$ cat src/rtl/cpu_pipe_pkg.sv
// Shared CPU pipeline definitions: default widths, register-file address encoding
// and the forwarding match rule used by the ID/EX register and the hazard unit.
package cpu_pipe_pkg;

    localparam int DEF_XLEN  = 32;
    localparam int DEF_RA_W  = 6;
    localparam int DEF_N_SRC = 2;
    localparam int DEF_N_FWD = 2;

    localparam logic [DEF_RA_W-1:0] ZERO_REG = '0;
    localparam int                  FP_BIT   = DEF_RA_W - 1;

    // Integer x0 never forwards; FP f0 carries FP_BIT so it is not ZERO_REG.
    function automatic logic fwd_hit(
        input logic [DEF_RA_W-1:0] addr,
        input logic                we,
        input logic [DEF_RA_W-1:0] faddr
    );
        return we && (faddr == addr) && (addr != ZERO_REG);
    endfunction

endpackage

$ cat src/rtl/idex_pipe_reg_if.sv
// ID/EX pipeline register bundle: decode-side capture inputs, forwarding sources,
// stall/flush control and the registered EX-slot outputs.
interface idex_pipe_reg_if
    import cpu_pipe_pkg::*;
#(
    parameter int XLEN  = DEF_XLEN,
    parameter int RA_W  = DEF_RA_W,
    parameter int N_SRC = DEF_N_SRC,
    parameter int N_FWD = DEF_N_FWD
);
    logic                    stall;
    logic                    flush;
    logic                    valid_ID;
    logic [XLEN-1:0]         pc_ID;
    logic [XLEN-1:0]         imm_ID;
    logic [RA_W-1:0]         rd_addr_ID;
    logic [N_SRC*RA_W-1:0]   rs_addr_ID;
    logic [N_SRC*XLEN-1:0]   rs_int_ID;
    logic [N_SRC*XLEN-1:0]   rs_fp_ID;
    logic [N_FWD-1:0]        fwd_we;
    logic [N_FWD*RA_W-1:0]   fwd_addr;
    logic [N_FWD*XLEN-1:0]   fwd_data;

    logic                    valid_EX;
    logic [XLEN-1:0]         pc_EX;
    logic [XLEN-1:0]         imm_EX;
    logic [RA_W-1:0]         rd_addr_EX;
    logic [N_SRC*RA_W-1:0]   rs_addr_EX;
    logic [N_SRC*XLEN-1:0]   op_EX;

    modport master (
        output stall, flush, valid_ID, pc_ID, imm_ID, rd_addr_ID, rs_addr_ID,
               rs_int_ID, rs_fp_ID, fwd_we, fwd_addr, fwd_data,
        input  valid_EX, pc_EX, imm_EX, rd_addr_EX, rs_addr_EX, op_EX
    );

    modport slave (
        input  stall, flush, valid_ID, pc_ID, imm_ID, rd_addr_ID, rs_addr_ID,
               rs_int_ID, rs_fp_ID, fwd_we, fwd_addr, fwd_data,
        output valid_EX, pc_EX, imm_EX, rd_addr_EX, rs_addr_EX, op_EX
    );

endinterface

$ cat src/rtl/idex_opnd_sel.sv
// Operand resolver: priority forward mux (index 0 wins) over int/FP file select by FP_BIT.
// Purely combinational, zero latency; no backpressure, output follows inputs.
module idex_opnd_sel
    import cpu_pipe_pkg::*;
#(
    parameter int XLEN  = DEF_XLEN,
    parameter int RA_W  = DEF_RA_W,
    parameter int N_FWD = DEF_N_FWD
) (
    input  logic [RA_W-1:0]       addr,
    input  logic [N_FWD-1:0]      fwd_we,
    input  logic [N_FWD*RA_W-1:0] fwd_addr,
    input  logic [N_FWD*XLEN-1:0] fwd_data,
    input  logic [XLEN-1:0]       int_data,
    input  logic [XLEN-1:0]       fp_data,
    output logic                  hit,
    output logic [XLEN-1:0]       data
);

    // Walk from the oldest source down so the youngest matching one is written last.
    always_comb begin
        hit  = 1'b0;
        data = addr[RA_W-1] ? fp_data : int_data;
        for (int k = N_FWD - 1; k >= 0; k--) begin
            if (fwd_hit(addr, fwd_we[k], fwd_addr[k*RA_W +: RA_W])) begin
                hit  = 1'b1;
                data = fwd_data[k*XLEN +: XLEN];
            end
        end
    end

endmodule

$ cat src/rtl/idex_pipe_reg.sv
// ID/EX pipeline register with forwarded operand capture; latency 1 cycle ID -> EX.
// stall freezes the slot (operands still refresh from forwards); flush loads a bubble.
module idex_pipe_reg
    import cpu_pipe_pkg::*;
#(
    parameter int XLEN  = DEF_XLEN,
    parameter int RA_W  = DEF_RA_W,
    parameter int N_SRC = DEF_N_SRC,
    parameter int N_FWD = DEF_N_FWD
) (
    input  logic            clk,
    input  logic            rst,
    idex_pipe_reg_if.slave  bus
);

    logic                  valid_q;
    logic [XLEN-1:0]       pc_q;
    logic [XLEN-1:0]       imm_q;
    logic [RA_W-1:0]       rd_q;
    logic [N_SRC*RA_W-1:0] rs_q;
    logic [N_SRC*XLEN-1:0] op_q;

    logic [N_SRC-1:0]      sel_hit;
    logic [N_SRC*XLEN-1:0] sel_data;

    // One resolver per operand: it looks at the held EX address while stalled
    // (refresh) and at the incoming ID address otherwise (load).
    for (genvar i = 0; i < N_SRC; i++) begin : g_src
        logic [RA_W-1:0] sel_addr;

        assign sel_addr = bus.stall ? rs_q[i*RA_W +: RA_W]
                                    : bus.rs_addr_ID[i*RA_W +: RA_W];

        idex_opnd_sel #(
            .XLEN  (XLEN),
            .RA_W  (RA_W),
            .N_FWD (N_FWD)
        ) u_sel (
            .addr     (sel_addr),
            .fwd_we   (bus.fwd_we),
            .fwd_addr (bus.fwd_addr),
            .fwd_data (bus.fwd_data),
            .int_data (bus.rs_int_ID[i*XLEN +: XLEN]),
            .fp_data  (bus.rs_fp_ID[i*XLEN +: XLEN]),
            .hit      (sel_hit[i]),
            .data     (sel_data[i*XLEN +: XLEN])
        );
    end

    always_ff @(posedge clk or posedge rst) begin
        if (rst) begin
            valid_q <= 1'b0;
            pc_q    <= '0;
            imm_q   <= '0;
            rd_q    <= '0;
            rs_q    <= '0;
            op_q    <= '0;
        end else if (bus.stall) begin
            if (valid_q) begin
                for (int i = 0; i < N_SRC; i++) begin
                    if (sel_hit[i]) begin
                        op_q[i*XLEN +: XLEN] <= sel_data[i*XLEN +: XLEN];
                    end
                end
            end
        end else if (bus.flush) begin
            // PC/immediate still advance so a debugger can see what was squashed.
            valid_q <= 1'b0;
            pc_q    <= bus.pc_ID;
            imm_q   <= bus.imm_ID;
            rd_q    <= '0;
            rs_q    <= '0;
            op_q    <= '0;
        end else begin
            valid_q <= bus.valid_ID;
            pc_q    <= bus.pc_ID;
            imm_q   <= bus.imm_ID;
            rd_q    <= bus.valid_ID ? bus.rd_addr_ID : '0;
            rs_q    <= bus.rs_addr_ID;
            op_q    <= sel_data;
        end
    end

    assign bus.valid_EX   = valid_q;
    assign bus.pc_EX      = pc_q;
    assign bus.imm_EX     = imm_q;
    assign bus.rd_addr_EX = rd_q;
    assign bus.rs_addr_EX = rs_q;
    assign bus.op_EX      = op_q;

endmodule

$ cat src/flat_wrapper.sv
// flat-port wrapper written by rule: the top's interface ports become plain ports
module idex_pipe_reg_flat import cpu_pipe_pkg::*;
#(
    parameter int XLEN  = DEF_XLEN,
    parameter int RA_W  = DEF_RA_W,
    parameter int N_SRC = DEF_N_SRC,
    parameter int N_FWD = DEF_N_FWD
)
  (clk, rst, bus_stall, bus_flush, bus_valid_ID, bus_pc_ID, bus_imm_ID, bus_rd_addr_ID, bus_rs_addr_ID, bus_rs_int_ID, bus_rs_fp_ID, bus_fwd_we, bus_fwd_addr, bus_fwd_data, bus_valid_EX, bus_pc_EX, bus_imm_EX, bus_rd_addr_EX, bus_rs_addr_EX, bus_op_EX);
  idex_pipe_reg_if #(.XLEN(XLEN), .RA_W(RA_W), .N_SRC(N_SRC), .N_FWD(N_FWD)) bus_i ();
  input  logic clk;
  input  logic rst;
  input wire logic [$bits(bus_i.stall)-1:0] bus_stall;
  input wire logic [$bits(bus_i.flush)-1:0] bus_flush;
  input wire logic [$bits(bus_i.valid_ID)-1:0] bus_valid_ID;
  input wire logic [$bits(bus_i.pc_ID)-1:0] bus_pc_ID;
  input wire logic [$bits(bus_i.imm_ID)-1:0] bus_imm_ID;
  input wire logic [$bits(bus_i.rd_addr_ID)-1:0] bus_rd_addr_ID;
  input wire logic [$bits(bus_i.rs_addr_ID)-1:0] bus_rs_addr_ID;
  input wire logic [$bits(bus_i.rs_int_ID)-1:0] bus_rs_int_ID;
  input wire logic [$bits(bus_i.rs_fp_ID)-1:0] bus_rs_fp_ID;
  input wire logic [$bits(bus_i.fwd_we)-1:0] bus_fwd_we;
  input wire logic [$bits(bus_i.fwd_addr)-1:0] bus_fwd_addr;
  input wire logic [$bits(bus_i.fwd_data)-1:0] bus_fwd_data;
  output wire logic [$bits(bus_i.valid_EX)-1:0] bus_valid_EX;
  output wire logic [$bits(bus_i.pc_EX)-1:0] bus_pc_EX;
  output wire logic [$bits(bus_i.imm_EX)-1:0] bus_imm_EX;
  output wire logic [$bits(bus_i.rd_addr_EX)-1:0] bus_rd_addr_EX;
  output wire logic [$bits(bus_i.rs_addr_EX)-1:0] bus_rs_addr_EX;
  output wire logic [$bits(bus_i.op_EX)-1:0] bus_op_EX;
  assign bus_i.stall = bus_stall;
  assign bus_i.flush = bus_flush;
  assign bus_i.valid_ID = bus_valid_ID;
  assign bus_i.pc_ID = bus_pc_ID;
  assign bus_i.imm_ID = bus_imm_ID;
  assign bus_i.rd_addr_ID = bus_rd_addr_ID;
  assign bus_i.rs_addr_ID = bus_rs_addr_ID;
  assign bus_i.rs_int_ID = bus_rs_int_ID;
  assign bus_i.rs_fp_ID = bus_rs_fp_ID;
  assign bus_i.fwd_we = bus_fwd_we;
  assign bus_i.fwd_addr = bus_fwd_addr;
  assign bus_i.fwd_data = bus_fwd_data;
  assign bus_valid_EX = bus_i.valid_EX;
  assign bus_pc_EX = bus_i.pc_EX;
  assign bus_imm_EX = bus_i.imm_EX;
  assign bus_rd_addr_EX = bus_i.rd_addr_EX;
  assign bus_rs_addr_EX = bus_i.rs_addr_EX;
  assign bus_op_EX = bus_i.op_EX;
  idex_pipe_reg #(.XLEN(XLEN), .RA_W(RA_W), .N_SRC(N_SRC), .N_FWD(N_FWD)) u_core (.clk(clk), .rst(rst), .bus(bus_i));
endmodule
$ cat config.mk
export PLATFORM = sky130hd
export DESIGN_NAME = idex_pipe_reg_flat
export DESIGN_NICKNAME = d
export VERILOG_FILES = /design/src/rtl/cpu_pipe_pkg.sv /design/src/rtl/idex_pipe_reg_if.sv /design/src/rtl/idex_opnd_sel.sv /design/src/rtl/idex_pipe_reg.sv /design/src/flat_wrapper.sv
export SDC_FILE = /design/constraint.sdc
export NUM_CORES = 1
export LEC_CHECK = 0
export ABC_AREA = 1
export CAP_MARGIN = 20
export CORE_AREA = 4 4 168 170
export CTS_BUF_LIST = sky130_fd_sc_hd__clkbuf_8
export CTS_CLUSTER_DIAMETER = 40
export DETAILED_ROUTE_END_ITERATION = 12
export DIE_AREA = 0 0 172 174
export MAX_ROUTING_LAYER = met4
export PLACE_DENSITY_LB_ADDON = 0.08
export RECOVER_POWER = 50
export SYNTH_ARGS = -nofsm -noshare
export SYNTH_HDL_FRONTEND = slang
export SYNTH_SLANG_ARGS = --single-unit
$ cat constraint.sdc
create_clock -name clk -period 6.86 [get_ports clk]
set_input_delay 2.058 -clock clk [delete_from_list [all_inputs] [get_ports clk]]
set_output_delay 2.058 -clock clk [all_outputs]
set_load 0.005 [all_outputs]
==> summary by stage, run 1 <==
Status
The run finished, with violations left. The final reports fail on max-capacitance violations, max-slew violations.

Finish
The non-filler instance count after layout is 1978. The proportion of layout cells with a drive suffix above 1 is 0.0392. After filler insertion, the fill cell instance count of the layout stands at between 2000 and 3000. For this run, the post-layout net count is about 1900.

The finished cells cover around 14000 µm². The area overhead of the layout relative to synthesis is 59.6%.

Worst setup path
STA classifies the critical path endpoint as a flop. The critical path starts at bus_stall. The largest fanout of any net on the critical path is 33. The setup slack on the worst flop-to-flop path is 2.97 ns. The critical path start-end classification is in2reg. STA puts the critical path data required time at roughly 7.2 ns.

At the worst endpoint, the arrival time is 6.46 ns. The number of cells on the worst reg-to-reg path is 13. In this run the critical register-to-register path is captured at u_core.bus.op_EX[32].

The launch point of the worst reg-to-reg path is u_core.bus.rs_addr_EX[11]. The endpoint of the worst setup timing path is u_core.bus.op_EX[32]. The worst setup path is launched from an input port.

Floorplanning
The die footprint is 29900 µm². The core region area is 26700 µm². The placement row count is 60. The die outline width is 172 µm. The die is approximately 170 µm tall. Pin placement for this block handled 440 I/O pins.

The initial utilization of the core area, before any placement, comes to 0.318.

Power
The internal portion of the total power is roughly 1800 µW. For this design the total switching power over the nets is 835 µW. The worst-case IR drop observed on VDD is between 0.09 and 0.1 mV.

The areal power density over the cells is roughly 190 nW/µm². The switching part of the total power is 0.318. The relative contribution of the clock network to total power is 0.291. The sequential share of power is 0.396. The share of total power dissipated in combinational logic is 0.314.

The total leakage power is 0.00671 µW.

Clocking
The CTS clock-pin slew for the worst setup and hold paths is approximately 0.08 ns. The number of hold buffers added after CTS was 0. The clock tree root driver cell is clkbuf_8. The later-pin clock latency in the skew report is roughly 0.46 ns.

The buffer depth of the longest clock path is 2. The number of buffers inserted by post-CTS setup repair is 0. In this run the number of H-tree levels came out at 4. The number of gates given a new drive strength after cts is 0.

The number of clock buffers inserted by TritonCTS is 17. TritonCTS built the clock tree. The tree built by TritonCTS fans out to 147 sinks.

Route
The wire length per cell is 19.2 µm. The detailed router's first-iteration violation count is 540. The number of vias after detailed routing is 9471. The first-pass iteration count of the detailed router is 5.

The wire length reported by the detailed router is approximately 38000 µm. Using the TritonRoute via totals, the vias-per-cell ratio works out to 4.79. The post-route antenna net violation count is 0. The number of DRC violations after detailed routing is 0.

Synthesis
The synthesized netlist contains 27 unique library cells. Synthesis produced between 1000 and 1500 cells. Of the post-synthesis cell area, the dominant cell type holds 0.432. The number of nets produced by synthesis is 1509. The average cell area after synthesis is approximately 7.0 µm². The synthesized cell area is 8510 µm². The register area share after synthesis is 0.432. During synthesis, Yosys emitted a total of 0 warnings. The commonest cells after synthesis are 628 x nand2_1, 185 x nand3_1, 147 x dfrtp_1. In this run, synthesis inferred 0 flip-flops with an integrated enable. The most used standard cell by instance count after synthesis is nand2_1.

The top flip-flop cell by instance count after synthesis is dfrtp_1. The number of flip-flops and latches in the synthesized netlist is 147. In the post-synthesis netlist, the biggest area contributors are dfrtp_1 43%, nand2_1 28%, nand3_1 11%. For this run, asynchronously set or reset flops after synthesis account for 1.00. The cell taking the most area after synthesis is dfrtp_1.

Global route
Across every metal layer, demand over resource in global routing totals 0.253. The via count of the first global-routing pass is 9777. The initial antenna violation count was 6. The first global-routing pass estimated 56400 µm of wire.

The pin count of the biggest net entering global routing is 79. The total overflow left after global routing is 0.

Flow run
Max-cap violations in this run came to 2.

STA
Setup repair after global routing left no endpoint under its margin. Timing would allow up to 164 MHz. The minimum clock period is 6.08 ns.

Setup violations remaining at the end of the flow were counted as 0. The largest clock skew in the final design is 0.0186 ns. The number of pins with negative max-slew slack in the final report is 150.

The setup TNS is 0 ns. Headroom to the max-slew limit came out at -1.51. The slew at the pin with the worst max-slew slack is about 3.7 ns.

Across all hold checks on the routed design, the worst slack comes to a little under 0.5 ns. Dividing the final minimum period by the clock period gives 0.887. After layout, the worst setup slack is around 0.78 ns.

The final hold violation count is 0.

Placed design
The estimated wirelength of the detail-placed design is 27800 µm. In this run the tool buffered the top-level ports with 439 buffer cells. Once placement completed, the tool counted placed cells totaling 1941. The placer's final routability congestion estimate is 0.926.

In this run the cell area measured after placement is 13200 µm². The worst setup timing slack at the placement stage is 0.657 ns.

Hold path
The worst hold path class is reg2reg.
[cell families (layout without fill, tap and decap cells)]
| logic type | count (synthesis) | count (layout) | synth area share |
|---|---|---|---|
| AND/OR/NAND/NOR | 851 | 851 | 0.413 |
| XOR/XNOR | 3 | 3 | 0.00309 |
| AO/OA/AOI/OAI | 21 | 21 | 0.0124 |
| multiplexers | 64 | 64 | 0.0753 |
| flip-flops | 147 | 147 | 0.432 |
| other | 0 | 6 | 0 |
| buffers and inverters | 130 | 545 | 0.0641 |
[worst min path at each step]
stage,slack [ns],endpoint,cells after the start,startpoint
after global placement,0.46,u_core.bus.imm_EX[0],2,u_core.bus.imm_EX[0]
after CTS,0.49,u_core.bus.op_EX[20],2,u_core.bus.op_EX[20]
final,0.48,u_core.bus.op_EX[20],2,u_core.bus.op_EX[20]
after floorplan,0.47,u_core.bus.imm_EX[0],2,u_core.bus.imm_EX[0]
after detailed placement,0.46,u_core.bus.op_EX[20],2,u_core.bus.op_EX[20]
after global routing,0.50,u_core.bus.imm_EX[27],2,u_core.bus.imm_EX[27]
[power by group through the flow]
stage / registers (µW) / clock network (µW) / logic, µW
2_1_floorplan: 1060 / 0 / 297
6_report: 1040 / 764 / 824
4_1_cts: 1040 / 787 / 835
5_1_grt: 1050 / 826 / 904
3_3_place_gp: 1050 / 0 / 832
3_5_place_dp: 1050 / 0 / 833
[layer usage]
metal  global-route usage  vias to the layer above  share of wire  routed length [µm]
met3               0.0828                       49           0.10                3850
met4               0.0806                        0          0.025                 941
met2                0.417                      424           0.48               18300
met1                0.291                     4345           0.39               14900
met5                    -                        -              0                   0
li1                     -                     4653              -                   -
[worst max-delay path, stage by stage]
cell	delay, ns
clkbuf_1	0.68
inv_2	0.35
nand2_1	0.21
nand2_1	0.12
nand2_1	0.08
nand4_1	0.12
nor2_4	0.10
buf_4	0.39
nand2_2	0.54
nand3_1	0.24
nand2_2	0.45
nor2_4	0.84
nand2_1	0.10
nand2_1	0.11
[flip-flops by register name, indices dropped and copies added (netlist names)]
name and cells:
u_core.bus.rs_addr_EX 12, u_core.bus.op_EX 64, u_core.bus.imm_EX 32, u_core.bus.valid_EX 1, u_core.bus.rd_addr_EX 6, u_core.bus.pc_EX 32
[through the flow]
stage / util / total power (µW)
after global routing: 0.508 / 2780
after CTS: 0.508 / 2660
after floorplan: - / 1350
after global placement: 0.492 / 1880
after detailed placement: 0.492 / 1890
final: 0.508 / 2630
[cell type report]
| cell class | count | area [µm²] | area share |
|---|---|---|---|
| clock inverters | 14 | 191 | 0.0141 |
| repair buffers | 453 | 4480 | 0.330 |
| diodes | 6 | 15.0 | 0.00111 |
| multi-input cells | 939 | 4320 | 0.318 |
| inverters | 61 | 230 | 0.0170 |
| well taps | 341 | 427 | 0.0314 |
| clock buffers | 17 | 234 | 0.0172 |
| flip-flops and latches | 147 | 3680 | 0.271 |
[placed cells by master, fill, tap and decap left out, drive strengths merged, types with 6 or more instances in the layout]
cell / instances
nand2: 635
clkdlybuf4s50: 436
nand3: 187
dfrtp: 147
inv: 67
mux2i: 64
nor2: 22
clkbuf: 21
o21ai: 20
buf: 11
diode: 6
No activity file was read; power rests on OpenSTA's default activity.
==> inputs of run 2 (changes only) <==
- CORE_AREA: 4 4 168 170 -> 10 10 164 166
- DIE_AREA: 0 0 172 174 -> 0 0 174 176
==> run 2 against run 1 <==
The flow still finishes with violations (max-capacitance violations, max-slew violations); clock power rose by 0.5%; via count rose by 0.64%; flip-flop and latch count did not move; sequential power barely moved; register-to-register slack improved by 0.52 ns; critical path depth did not move; critical path type unchanged; critical endpoint is now u_core.bus.op_EX[49]; largest cell class unchanged; highest routed layer unchanged.
==> summary by stage, run 2 (same netlist as run 1, synthesis figures left out) <==
Floorplanning
The die outline width is 174 µm. The die footprint is 30600 µm². The core region area is 23800 µm². The die outline height is 176 µm. The floorplan has between 50 and 60 rows.

The starting density of the core is 0.357. The boundary pin count is 440.

Clocking
The later-pin clock latency in the skew report is 0.46 ns. CTS built an H-tree with a depth of 4. In this run, post-CTS hold repair placed 0 buffers. Clock tree synthesis found a total of 147 sinks. In this run, post-CTS repair resized a total of 0 instances.

The cell sitting at the root of the clock tree is a clkbuf_8. After clock tree synthesis, the setup repair step added 0 buffers. TritonCTS built the clock tree. The number of clock buffers inserted by TritonCTS is 17. The clock passes through at most 2 buffers. Clock-pin slew was measured on the worst setup and hold paths at 0.08 ns.

STA
The final hold violation count is 0. The final clock period utilization by the worst path is 0.803. At the pin with the least slew margin, the transition time is 3.08 ns. The final worst hold slack is 0.480 ns. Setup repair after global routing left no endpoint under its margin. The largest clock skew in the final design is 0.0184 ns. The worst pin sits at a relative slew slack of -1.07.

The highest clock rate is roughly 180 MHz. The setup TNS is 0 ns. The number of pins with negative max-slew slack in the final report came to 65. Setup violations remaining at the end of the flow were counted as 0.

The clock period could shrink to between 5 and 6 ns.

Worst setup path
The category of the worst setup path launch point is an input port. Among the stages of the critical path, the cell type that occurs most often is nand2_1. The largest fanout of any net on the critical path is 85. Traced cell by cell, the critical path runs through clkbuf_1 -> buf_4 -> nand2_1 -> nand2_1 -> nor2_1 -> nand3_2 -> inv_1 -> nor2_4 -> nand2_2 -> nand3_1 -> nand2_2 -> nor2_4 -> nand2_1 -> nand2_1. Data arrives at the worst endpoint at 5.89 ns.

STA classifies the critical path endpoint as a flop. The largest single stage delay on the critical path is between 0.8 and 0.9 ns. The worst setup path is of the in2reg kind. STA puts the critical path data required time at 7.24 ns. The slowest stage of the critical path is the nor2_4 cell.

Global route
The via count of the first global-routing pass is 9846. Summed over all layers, the global routing overflow is 0. The initial antenna violation count is 2. The overall track demand over capacity in global routing is 0.260. Entering global routing, the biggest net connects 86 pins. The first global-routing pass estimated 59700 µm of wire.

Power
Power spread over the standard cell area amounts to between 150 and 200 nW/µm². The maximum ir drop on the vdd rail is 0.136 mV. In this run the static leakage power is 0.00672 µW.

Route
The detailed router's first-iteration violation count is ~740. The wire length per cell is 20.4 µm. After detailed routing, the number of vias per cell comes to 4.87. The first TritonRoute pass finished after 6 iterations. In this run the remaining antenna-violating nets after routing total 0. In the routed design, unresolved DRC markers number 0. The number of vias after detailed routing is 9532.

Wires add up to 40000 µm.

Status
The final reports fail on max-capacitance violations, max-slew violations. The flow ran to the end, but the final reports show violations.

Hold path
The worst hold path class is reg2reg.

Placed design
The count of buffers inserted at the top-level ports is ~440. Once detailed placement completed, the half-perimeter wirelength came to 30100 µm. The congestion estimate from routability-driven global placement came to between 0.9 and 1.

In this run the cell area measured after placement is 13100 µm².

Finish
The post-route standard cell area excluding fillers is 13600 µm². Compared with the post-synthesis result, the final layout area differs by 59.4%. Of the cells placed in the final design, the portion with a size suffix greater than 1 is 0.0392. The flip-flop count of the largest register, all copies and words added is 64. In the layout the commonest cells are 628 x nand2_1, 436 x clkdlybuf4s50_1, 184 x nand3_1, 147 x dfrtp_1, 64 x mux2i_1.

The most common library cell in the layout ignoring fill and taps is nand2_1. The number of nets in the final layout is 1912. After filler insertion, the fill cell instance count of the layout stands at 2345. The final core area utilization is 0.569.

Flow run
The tool flagged a number of max-cap violations equal to 1.
==> run 2: area by class of cell <==
type	instances	area (µm²)	area share
clock inverter	14	190	0.0140
tap	324	405	0.0299
clock buffer	18	248	0.0183
multi-input combinational	939	4320	0.318
antenna	2	5.00	0.000369
sequential	147	3680	0.271
timing repair buffer	453	4490	0.331
inverter	61	230	0.0170
==> run 2: report_power, final <==
part | switching [µW] | total (µW) | internal (µW)
clock | 386 | 768 | 383
combinational | 382 | 827 | 444
sequential | 67.9 | 1040 | 974
==> run 2: per-layer routing <==
| layer | GRT usage | vias to the layer above | share of wire |
|---|---|---|---|
| met5 | - | - | 0 |
| met4 | 0.0645 | 0 | 0.018 |
| met3 | 0.0792 | 49 | 0.089 |
| met2 | 0.437 | 444 | 0.49 |
| met1 | 0.299 | 4398 | 0.40 |
| li1 | - | 4641 | - |
==> run 2: worst max-delay path, delay by kind of cell <==
kind                   cells  cell delay [ns]
buffers and inverters      3             0.91
and+or+nand+nor           11             2.90
==> run 2: through the flow <==
step | std cells | setup WS [ns] | power, µW
after global routing | 1958 | 0.937 | 2790
final | 1958 | 1.35 | 2640
after global placement | 1924 | 0.937 | 1890
after detailed placement | 1924 | 0.858 | 1890
after CTS | 1956 | 1.33 | 2670
after floorplan | 1216 | 0.851 | 1350
==> run 2: worst paths after layout <==
check	startpoint	to	slack [ns]	cells after the start
max	bus_stall	u_core.bus.op_EX[49]	1.35	14
min	u_core.bus.pc_EX[2]	u_core.bus.pc_EX[2]	0.48	2
max reg2reg	u_core.bus.rs_addr_EX[5]	u_core.bus.op_EX[19]	3.49	11
min reg2reg	u_core.bus.pc_EX[2]	u_core.bus.pc_EX[2]	0.48	2
max in group asynchronous	rst	u_core.bus.rs_addr_EX[8]	1.72	3
min in group asynchronous	rst	u_core.bus.imm_EX[30]	2.93	2
==> inputs of run 3 (changes only) <==
- clock period: 6.86 -> 5.68 ns (I/O delays scaled with it)
==> run 3 against run 2 <==
The flow still finishes with violations (max-capacitance violations, max-slew violations); combinational power grew 21%; wire length grew 0.67%; final area is essentially flat; die area is the same; non-clock buffer count grew 4; clock power grew 18%; hold slack gained 0.0028 ns; highest routed layer unchanged.
==> summary by stage, run 3 (same netlist as run 1, synthesis figures left out) <==
Status
The run finished, with violations left. The checks that failed: max-capacitance violations, max-slew violations.

STA
For the pin with the worst max-slew slack, the measured transition is 2.78 ns. The number of pins with negative max-slew slack in the final report came to 166. Setup repair after global routing left no endpoint under its margin. The largest clock skew in the final design is 0.00996 ns.

The final worst hold slack is ~0.48 ns. The final clock period utilization by the worst path is 0.854. The final number of setup-violating endpoints is 0.

The max-slew headroom at the worst pin is -0.854. The final hold violation count is 0. After routing, the total negative slack on setup checks comes to 0 ns. After layout, the minimum clock period comes to 4.85 ns. The highest clock rate is between 200 and 250 MHz.

Power
The switching power summed over all nets is 1030 µW. For this design the static power due to leakage is 0.00672 µW. VDD sags by at most 0.141 mV. For this design the ratio of total power to cell area is 233 nW/µm². Of the total power, combinational logic draws 0.316.

The relative contribution of the clock network to total power is 0.286. The sequential share of power is 0.398. The cell-internal power is 2130 µW. The switching part of the total power is 0.327.

Global route
Entering global routing, the biggest net connects 103 pins. The via count of the first global-routing pass was 9668. In the global route stage, overall resource usage came out at 0.261. The first global-routing pass estimated 60000 µm of wire. The initial antenna violation count was 2.

Summed over all layers, the global routing overflow is 0.

Worst setup path
Across all register-to-register paths, the minimum setup slack is 2.97 ns. For the worst flop-to-flop path, the logic depth is 13. At the worst endpoint, the arrival time is 5.24 ns. The capturing point of the worst reg2reg path is u_core.bus.op_EX[56]. In this run the critical register-to-register path is launched from u_core.bus.rs_addr_EX[10]. For the worst setup path, the data required time is roughly 6 ns.

STA classifies the critical path startpoint as an input port. The largest fanout of any net on the critical path is 33. The critical path endpoint category is a flop. The setup path with the least slack is of type in2reg.

Clocking
The number of gates given a new drive strength after cts is 0. Post-CTS timing repair inserted 0 buffers for setup. The TritonCTS clock tree is yes. The clock tree root driver cell is clkbuf_8.

The number of sinks on the clock net is 147. Buffers inserted during clock tree synthesis total 17. Clock-pin slew was measured on the worst setup and hold paths at approximately 0.090 ns. The number of buffers added to fix hold violations after cts is 0. No sink is reached through more buffers than the 2 on the longest clock path.

The clock reaches the later pin of the worst-skew pair after around 0.46 ns. The H-tree was split into 4 levels.

Floorplanning
In this run the count of I/O pins placed on the die edge is 440. The die footprint is between 30000 and 40000 µm². The starting density of the core is 0.357. The core region area is about 24000 µm². The die outline width is 174 µm.

The die outline height is between 150 and 200 µm. The initialized floorplan defines 57 standard-cell rows.

Finish
Measured on the finished design, the core utilization comes to 0.569. The register with the most flip-flops in the layout has 64 of them. The sequential cells in the finished layout cover a total of 3680 µm².

Of the cells placed in the final design, the portion with a size suffix greater than 1 is 0.0397. The multi-input combinational cell area is approximately 4300 µm². The area growth from synthesis to layout is 59.5%. After the last flow step, the layout net total stands at 1916.

The layout has 2333 filler cells. Once layout is complete, the cells apart from fillers number 1963. The library cell used most frequently in the layout, excluding fill and tap cells, is nand2_1. The library cells used most frequently in the layout, excluding fill and tap cells, are 629 x nand2_1, 437 x clkdlybuf4s50_1, 184 x nand3_1, 147 x dfrtp_1, 64 x mux2i_1.

Route
In this run the remaining antenna-violating nets after routing total 0. The wire length per cell is slightly above 20 µm. The detailed router's first-iteration violation count is 801.

After detailed routing, the number of vias per cell comes to 4.92. The first-pass iteration count of the detailed router is 5. The number of DRC violations after detailed routing is 0. Summed over all layers, the routed wires come to 40200 µm.

The detailed router placed just under 10000 vias in this run.

Hold path
The min-delay analysis places its worst path in the category reg2reg. The path with the worst hold slack has its endpoint at u_core.bus.op_EX[42]. The hold path startpoint is u_core.bus.op_EX[42]. The cell depth of the worst min-delay path is 2.

Placed design
The count of buffers added on input and output ports is between 400 and 500. After legalization and detailed placement, the total HPWL measured 30500 µm. In this run, placement finished with an instance count of 1928. The placer's final routability congestion estimate is 0.942.

Flow run
The max-capacitance violation count is 2.
-- run 3: changes by cell type in the layout (fill, tap and decap cells not counted), moves of 2 or more --
cell / delta
buf_4: +3
clkbuf_1: +2
clkbuf_2: -2
clkinv_4: +2
-- run 3: final cells by class --
cell class / instances / area share
clock inverter: 15 / 0.0137
sequential: 147 / 0.271
multi-input combinational: 939 / 0.318
antenna: 3 / 0.000553
timing repair buffer: 457 / 0.333
clock buffer: 17 / 0.0172
inverter: 61 / 0.0172
tap: 324 / 0.0299
-- run 3: worst max-delay path by stage --
stage	startpoint	end	slack (ns)
finish	bus_stall	u_core.bus.op_EX[56]	0.83
global route	bus_stall	u_core.bus.op_EX[56]	0.53
CTS	bus_stall	u_core.bus.op_EX[56]	1.21
detailed placement	bus_stall	u_core.bus.op_EX[56]	0.71
global placement	bus_stall	u_core.bus.op_EX[50]	0.71
floorplan	rst	u_core.bus.imm_EX[0]	0.02
-- run 3: routing by layer --
metal / global-route usage / vias up / share of wire
met5: - / - / 0
met4: 0.0709 / 0 / 0.017
met3: 0.0921 / 42 / 0.099
met2: 0.430 / 445 / 0.49
met1: 0.296 / 4523 / 0.39
li1: - / 4655 / -
-- run 3: critical path, cell delays in order --
cell and delay [ns]:
buf_2 0.27, inv_1 0.77, nand2_1 0.32, nand2_1 0.20, nand2_1 0.06, nand2_1 0.06
nand2_1 0.08, nor2_4 0.08, buf_4 0.38, nand3_2 0.14, nand3_1 0.12, nand2_2 0.08
nor2_4 0.68, nand2_1 0.14, nand2_1 0.11
-- run 3: through the flow --
step                total power (µW)  instance area (µm²)  setup WS (ns)
floorplan                       1630                 8510         0.0247
global placement                2280                13200          0.707
detailed placement              2290                13200          0.713
CTS                             3200                13600           1.21
global route                    3330                13600          0.533
finish                          3160                13600          0.831
-- run 3: power groups by stage --
| stage | logic (µW) | registers, µW | clock network (µW) |
|---|---|---|---|
| after global routing | 1090 | 1280 | 961 |
| after detailed placement | 1010 | 1280 | 0 |
| after CTS | 1010 | 1260 | 923 |
| after global placement | 1010 | 1270 | 0 |
| final | 1000 | 1260 | 903 |
| after floorplan | 358 | 1270 | 0 |
